**src/rtl/serial_subtractor_if.sv**
```systemverilog
// ---------------------------------------------------------------------------
// serial_subtractor_if
//   Handshake and operand/result bundle for the bit-serial subtractor.
//
//   Signals (WIDTH = operand width):
//     start   request, sampled only while the subtractor is idle
//     i0      minuend, captured on the accepted start edge
//     i1      subtrahend, captured on the accepted start edge
//     bin     borrow-in, captured on the accepted start edge
//     diff    registered difference
//     borrow  registered borrow-out
//     busy    high while an operation is in flight (SHIFT or DONE)
//     done    one-cycle completion pulse
//
//   Modports:
//     master  the controller / bench side that launches operations
//     slave   the subtractor itself
// ---------------------------------------------------------------------------
interface serial_subtractor_if #(
  parameter int WIDTH = 4
);
  logic             start;
  logic [WIDTH-1:0] i0;
  logic [WIDTH-1:0] i1;
  logic             bin;
  logic [WIDTH-1:0] diff;
  logic             borrow;
  logic             busy;
  logic             done;

  modport master (
    output start, i0, i1, bin,
    input  diff, borrow, busy, done
  );

  modport slave (
    input  start, i0, i1, bin,
    output diff, borrow, busy, done
  );
endinterface

```
**src/rtl/serial_subtractor.sv**
```systemverilog
// ---------------------------------------------------------------------------
// serial_subtractor
//   Bit-serial subtractor: computes i0 - i1 - bin LSB-first, one bit per
//   clock, through a single 1-bit full subtractor. Trades the area of a
//   parallel subtractor for WIDTH cycles of latency.
//
//   Result: {borrow, diff} = (i0 - i1 - bin) mod 2^(WIDTH+1).
//
//   Ports:
//     clk    rising-edge clock
//     rst_n  synchronous, active-low reset
//     bus    serial_subtractor_if.slave (start/i0/i1/bin in,
//            diff/borrow/busy/done out)
//
//   Timing (start edge = edge 0): diff, borrow and done become valid after
//   edge WIDTH; busy is high from edge 0 until edge WIDTH+1. A start seen
//   while busy is dropped, not queued.
// ---------------------------------------------------------------------------
module serial_subtractor #(
  parameter int WIDTH = 4
) (
  input  logic                clk,
  input  logic                rst_n,
  serial_subtractor_if.slave  bus
);

  localparam int CW = $clog2(WIDTH);
  localparam logic [CW-1:0] LAST_BIT = CW'(WIDTH - 1);

  typedef enum logic [1:0] {
    IDLE,
    SHIFT,
    DONE
  } state_t;

  state_t state;
  state_t state_nxt;

  logic [WIDTH-1:0] reg_a;
  logic [WIDTH-1:0] reg_b;
  logic [WIDTH-1:0] res;
  logic [WIDTH-1:0] diff_q;
  logic             br;
  logic             borrow_q;
  logic [CW-1:0]    cnt;

  logic             bit_d;
  logic             br_nxt;
  logic             last_bit;

  // The 1-bit full subtractor operating on the current LSBs of the operand
  // shift registers and the stored borrow. A borrow is produced when the
  // subtrahend bit exceeds the minuend bit, or when they are equal and a
  // borrow is already pending.
  always_comb begin
    bit_d    = reg_a[0] ^ reg_b[0] ^ br;
    br_nxt   = (~reg_a[0] & reg_b[0]) | (~(reg_a[0] ^ reg_b[0]) & br);
    last_bit = (cnt == LAST_BIT);
  end

  // State register. Reset always returns to IDLE, abandoning any operation
  // in flight so no done pulse can escape afterwards.
  always_ff @(posedge clk) begin
    if (!rst_n) begin
      state <= IDLE;
    end else begin
      state <= state_nxt;
    end
  end

  // Next-state logic. SHIFT runs for exactly WIDTH edges; DONE is a single
  // cycle so that done is a one-cycle pulse derived straight from state.
  always_comb begin
    state_nxt = state;
    case (state)
      IDLE:    if (bus.start) state_nxt = SHIFT;
      SHIFT:   if (last_bit)  state_nxt = DONE;
      DONE:    state_nxt = IDLE;
      default: state_nxt = IDLE;
    endcase
  end

  // Datapath. Operands are captured only on an accepted start, so later
  // changes on i0/i1/bin cannot disturb an operation. The result builds up
  // in res by right-shifting each new bit into the MSB; after WIDTH shifts
  // bit 0 has reached position 0. The visible diff/borrow registers are
  // written only on the final bit, so they keep the previous result for the
  // whole of SHIFT. The final bit is merged in directly because res itself
  // has not yet been updated on that edge.
  always_ff @(posedge clk) begin
    if (!rst_n) begin
      reg_a    <= '0;
      reg_b    <= '0;
      res      <= '0;
      br       <= 1'b0;
      cnt      <= '0;
      diff_q   <= '0;
      borrow_q <= 1'b0;
    end else begin
      case (state)
        IDLE: begin
          if (bus.start) begin
            reg_a <= bus.i0;
            reg_b <= bus.i1;
            br    <= bus.bin;
            cnt   <= '0;
            res   <= '0;
          end
        end
        SHIFT: begin
          reg_a <= {1'b0, reg_a[WIDTH-1:1]};
          reg_b <= {1'b0, reg_b[WIDTH-1:1]};
          res   <= {bit_d, res[WIDTH-1:1]};
          br    <= br_nxt;
          cnt   <= cnt + CW'(1);
          if (last_bit) begin
            diff_q   <= {bit_d, res[WIDTH-1:1]};
            borrow_q <= br_nxt;
          end
        end
        default: begin
        end
      endcase
    end
  end

  // Handshake outputs decode directly from the registered state.
  assign bus.busy   = (state != IDLE);
  assign bus.done   = (state == DONE);
  assign bus.diff   = diff_q;
  assign bus.borrow = borrow_q;

endmodule
```
**src/flat_wrapper.sv**
```systemverilog
// flat-port wrapper written by rule: the top's interface ports become plain ports
module serial_subtractor_flat 
#(
  parameter int WIDTH = 4
)
  (clk, rst_n, bus_start, bus_i0, bus_i1, bus_bin, bus_diff, bus_borrow, bus_busy, bus_done);
  serial_subtractor_if #(.WIDTH(WIDTH)) bus_i ();
  input  logic clk;
  input  logic rst_n;
  input wire logic [$bits(bus_i.start)-1:0] bus_start;
  input wire logic [$bits(bus_i.i0)-1:0] bus_i0;
  input wire logic [$bits(bus_i.i1)-1:0] bus_i1;
  input wire logic [$bits(bus_i.bin)-1:0] bus_bin;
  output wire logic [$bits(bus_i.diff)-1:0] bus_diff;
  output wire logic [$bits(bus_i.borrow)-1:0] bus_borrow;
  output wire logic [$bits(bus_i.busy)-1:0] bus_busy;
  output wire logic [$bits(bus_i.done)-1:0] bus_done;
  assign bus_i.start = bus_start;
  assign bus_i.i0 = bus_i0;
  assign bus_i.i1 = bus_i1;
  assign bus_i.bin = bus_bin;
  assign bus_diff = bus_i.diff;
  assign bus_borrow = bus_i.borrow;
  assign bus_busy = bus_i.busy;
  assign bus_done = bus_i.done;
  serial_subtractor #(.WIDTH(WIDTH)) u_core (.clk(clk), .rst_n(rst_n), .bus(bus_i));
endmodule
```
**config.mk**
```make
export PLATFORM = sky130hd
export DESIGN_NAME = serial_subtractor_flat
export DESIGN_NICKNAME = d
export VERILOG_FILES = /design/src/rtl/serial_subtractor_if.sv /design/src/rtl/serial_subtractor.sv /design/src/flat_wrapper.sv
export SDC_FILE = /design/constraint.sdc
export NUM_CORES = 1
export LEC_CHECK = 0
export CORE_MARGIN = 5
export CORE_UTILIZATION = 53
export CTS_CLUSTER_DIAMETER = 50
export DETAILED_ROUTE_END_ITERATION = 6
export PLACE_DENSITY = 0.82
export SLEW_MARGIN = 5
export SYNTH_ARGS = -nofsm -noshare
export SYNTH_HDL_FRONTEND = slang
export SYNTH_SLANG_ARGS = --single-unit
```
**constraint.sdc**
```tcl
create_clock -name clk -period 1.8 [get_ports clk]
set_input_delay 0.18 -clock clk [delete_from_list [all_inputs] [get_ports clk]]
set_output_delay 0.18 -clock clk [all_outputs]
set_load 0.01 [all_outputs]
```
* Yosys cells after proc, flatten, opt, wreduce, memory -nomap -nowiden *
Index checks and enable logic that the tools add are counted.

cells by class
  $add $sub $neg = 1
  eq/ne operators = 5
  mux-type cells = 13
  bitwise logic cells = 7
  reductions and logical operators = 6

operators with widths
  operator               count
  $pmux W4 S2            3
  $mux W4                3
  $pmux W2 S2            2
  $mux W2                3
  $reduce_and A2 Y1      3
  $eq A2 B2 Y1 const B   2
  $reduce_bool A2 Y1     2
  $add A2 B1 Y2 const B  1
  $and A1 B1 Y1          2
  $eq A2 B1 Y1 const B   1
  $logic_not A2 Y1       1
  $ne A2 B1 Y1 const B   1
  $ne A2 B2 Y1 const B   1
  $not A1 Y1             2
  $pmux W1 S2            1
  $xor A1 B1 Y1          2
  $mux W1                1
  $or A1 B1 Y1           1

storage, ports and cells
  register bits = 22
  bits of input ports = 12
  output and inout bits = 7

* Depth between registers and ports, before layout *
  word-level depth = 5
  gate-level depth with buffers = 5
  depth with buffers taken out = 4

* Worst setup path before layout *
No wires, ideal clock.

  path kind = register -> register
  start = reg u_core.reg_b[0]
  end = reg u_core.br
  arrival = 1.089 ns
  required time = 1.740 ns
  setup slack = 0.651 ns
  stages on the path, launching flop included = 5
  period minus slack after synthesis = 1.149 ns
  path through = dfxtp_1 -> inv_1 -> fa_1 -> a21oi_1 -> o221a_1

on the way
  longest elaborated chain between the ends = 5
  elaborated cells between the ends (all ways) = 6

RTL lines
  what                    line                      text
  from (decl)             serial_subtractor.sv:40   logic [WIDTH-1:0] reg_b;
  from (signal assigned)  serial_subtractor.sv:104  reg_b <= bus.i1;
  from (signal assigned)  serial_subtractor.sv:112  reg_b <= {1'b0, reg_b[WIDTH-1:1]};
  $xor A1 B1 Y1           serial_subtractor.sv:57   br_nxt = (~reg_a[0] & reg_b[0]) | (~(reg_a[0] ^ reg_b[0]) & br);
  $not A1 Y1              serial_subtractor.sv:57
  $and A1 B1 Y1           serial_subtractor.sv:57
  $or A1 B1 Y1 *          serial_subtractor.sv:57
  $pmux W1 S2 *           serial_subtractor.sv:100  case (state)
  to (signal assigned)    serial_subtractor.sv:105  br <= bus.bin;
  to (signal assigned)    serial_subtractor.sv:114  br <= br_nxt;
  to (decl)               serial_subtractor.sv:43   logic br;

Mark *: on every way between the ends. The rest lies on a longest branch, timed or not.
A chain may end at the register's enable or synchronous reset.

* Final worst setup path *
  start = reg u_core.state[1]
  end = out bus_busy

on the way
  longest elaborated chain between the ends = 1

RTL lines
  what                    line                      text
  from (decl)             serial_subtractor.sv:36   state_t state;
  from (signal assigned)  serial_subtractor.sv:67   state <= state_nxt;
  $reduce_bool A2 Y1      serial_subtractor.sv:128  assign bus.busy = (state != IDLE);
  to (decl)               flat_wrapper.sv:16        output wire logic [$bits(bus_i.busy)-1:0] bus_busy;

No other way between the ends.

==> results.md <==
* # IOs at 19
* Worst setup SP type: flip-flop
* Unrepaired setup endpoints after global routing: no
* Largest net degree at the start of global routing at 16
* DRC viols at 0
* Final #Nets at 129
* Final Cycle Share at 0.916
* Post-DRT Antenna Nets at 0
* Hold-fix buffers, CTS at 0
* # Post-CTS Setup Buffers at 0
* Drt via density at 5.34
* Pre-antenna DRT Iters at 4
* Global-route usage over all layers at 0.146
* Clock sinks at 21
* Min Tclk post-route at 1.65 ns
* Routed length per instance at 12.5 µm
* Data required, critical path at 1.62 ns
* Synthesized area at 942 µm²
* Hold Path Class: input pin to flip-flop
* # fillers at 141
* Reg clk slew, reported paths at 0.12 ns
* Starting Density at 0.552
* Setup Total Neg Slack at 0 ns
* Final Hold Fails at 0
* Chip Width at 52.2 µm
* Area Growth Syn to Fin at 23.6%
* Overall Power at 0.862 mW
* Vias at 742
* Crit Path Category: flip-flop to primary output
* Worst Path Arrival at 1.47 ns
* Main synth FF type: dfxtp_1
* CTS buffer count at 3
* Pwr/cell area at 740 nW/µm²
* Status: completed
* Hpwl dp at 1.36 mm
* MaxCap Viol Count at 0
* Synth async-reset ratio at 0
* Clock Latency Late Sink at 0.29 ns
* Post-Route WL at 1.74 mm
* Number of global-route vias before repair at 717
* First-pass GRT wire length at 3.01 mm
* # diodes at 0
* Final Slew Violations at 0
* Yosys reg bits at 21
* CP endpoint kind: primary output
* Longest Clk Path Bufs at 2
* Critical path's slowest cell: clkdlybuf4s50_1
* CP max stage delay at 0.55 ns
* Max-Slew Margin vs Limit at 0.740
* CTS tree: yes
* EDFF count, synth at 0
* Worst-path fanout max at 12
* CTS root buf: clkbuf_4
* Synth top area cells: dfxtp_1 45%, a211oi_2 5.3%, mux2i_1 5.3%
* Final setup vio count at 0
* Std cell rows at 15
* Cell taking the most area after synthesis: dfxtp_1
* Yosys top cell area share at 0.446
* Cell leakage power at 0.427 nW
* Die area at 2720 µm²
* Skew final at 0.00197 ns
* Initial DRC Count at 8
* Core area at 1710 µm²
* Buffers on Ports at 18
* Final worst slack at 0.151 ns
* Maximum VDD drop at 0.000514 V
* Initial antenna violation count at 0
* DIE HEIGHT at 52.2 µm
* Fmax achieved at 606 MHz
* Sequential fraction of the synthesis area at 0.446
* CP top delay family: buffers and inverters
* Worst Tran Pin Value at 0.389 ns
* Buf+Inv Stages, Crit Path at 1
* Synth unique cells at 29
* H-tree depth at 1
* GR Overflow Total at 0
* Place WS at 0.324 ns
* Layout cells sized above 1 at 0.193
* Sequence of cells on the critical path: or2_1 -> clkdlybuf4s50_1
* Syn nets at 107
* Syn Inst Count at 93
* Synth warnings at 0
* Average size of a mapped cell at 10.1 µm²
* GPL Wtd Cong at 0.747
## stage by stage
| step | instances | hold slack, ns | utilization | instance area [µm²] |
|---|---|---|---|---|
| finish | 139 | 0.464 | 0.682 | 1160 |
| detailed placement | 135 | 0.462 | 0.665 | 1140 |
| floorplan | 93 | 0.350 | - | 942 |
| global placement | 135 | 0.453 | 0.665 | 1140 |
| CTS | 139 | 0.460 | 0.681 | 1160 |
| global route | 139 | 0.473 | 0.682 | 1160 |
## cell families (layout without fill, tap and decap cells)
logic type	count (synthesis)	count (layout)	synth area share
AND/OR/NAND/NOR	32	32	0.203
AO/OA/AOI/OAI	22	22	0.177
flip-flops	21	21	0.446
buffers and inverters	10	31	0.0744
multiplexers	6	6	0.0651
adder cells (fa/ha/maj)	2	2	0.0345
## tightest hold or removal path, cell delays in order
cell             delay (ns)
clkdlybuf4s50_1        0.39
nand4bb_1              0.09
a21oi_1                0.06
## registers in the layout (all words and copies together), names as in the netlist
name and count:
u_core.state 2, u_core.bus.borrow 1, u_core.cnt 2, u_core.br 1
u_core.reg_b 4, u_core.res 3, u_core.reg_a 4, u_core.bus.diff 4
## cell usage in the layout (no fill, tap or decap), types with 2 or more instances in the layout
master           Yosys  layout
buf_4                0       5
a21oi_1              3       3
dfxtp_1             21      20
nor2_1               7       7
nor3_2               2       2
nand4bb_1            2       2
a211oi_2             4       4
o21ai_0              6       6
mux2i_1              5       5
o22ai_1              4       4
clkbuf_4             0       3
nor3b_1              4       4
clkdlybuf4s50_1      0      18
o21ai_2              2       2
nand2_1              6       6
inv_1                3       3
nand3_1              5       5
## repair_timing
item,in CTS,in global routing
endpoints found under the setup margin,0,2
hold endpoints to repair,0,0
resized for setup,0,1
## final cells by class
cell class	count	area [µm²]	share of cell area
tap	25	31.3	0.0269
clock buffer	3	22.5	0.0193
inverter	4	15.0	0.0129
timing repair buffer	23	218	0.187
clock inverter	1	5.00	0.00430
sequential	21	422	0.362
multi-input combinational	62	452	0.388
## synthesized netlist by cell type (2+ instances only)
cell type	count
nand2_1	6
mux2i_1	5
dfxtp_1	21
nand4bb_1	2
nand3_1	5
nor3_2	2
buf_6	4
a211oi_2	4
a21oi_1	3
o21ai_0	6
nor3b_1	4
buf_2	2
o21ai_2	2
o22ai_1	4
inv_1	3
nor2_1	7
## worst paths after layout
kind	startpoint	to	slack [ns]	cells past startpoint
max	u_core.state[1]	bus_busy	0.15	2
min	bus_i0[3]	u_core.reg_a[3]	0.46	3
min reg2reg	u_core.bus.diff[1]	u_core.bus.diff[1]	0.48	2
max reg2reg	u_core.state[0]	u_core.cnt[0]	0.44	5
## routing by layer
metal | global-route usage | wire length [µm] | up-vias
li1 | - | - | 377
met1 | 0.181 | 765 | 347
met2 | 0.245 | 871 | 16
met3 | 0.0372 | 92 | 2
met4 | 0.0511 | 14 | 0
met5 | 0 | 0 | -
## where the power goes
part           total, mW  internal, mW  switching, mW
sequential         0.502         0.488         0.0145
clock              0.222        0.0826          0.139
combinational      0.138        0.0734         0.0650
total              0.862         0.644          0.219
Note: power is estimated with default switching activity, not from simulation.
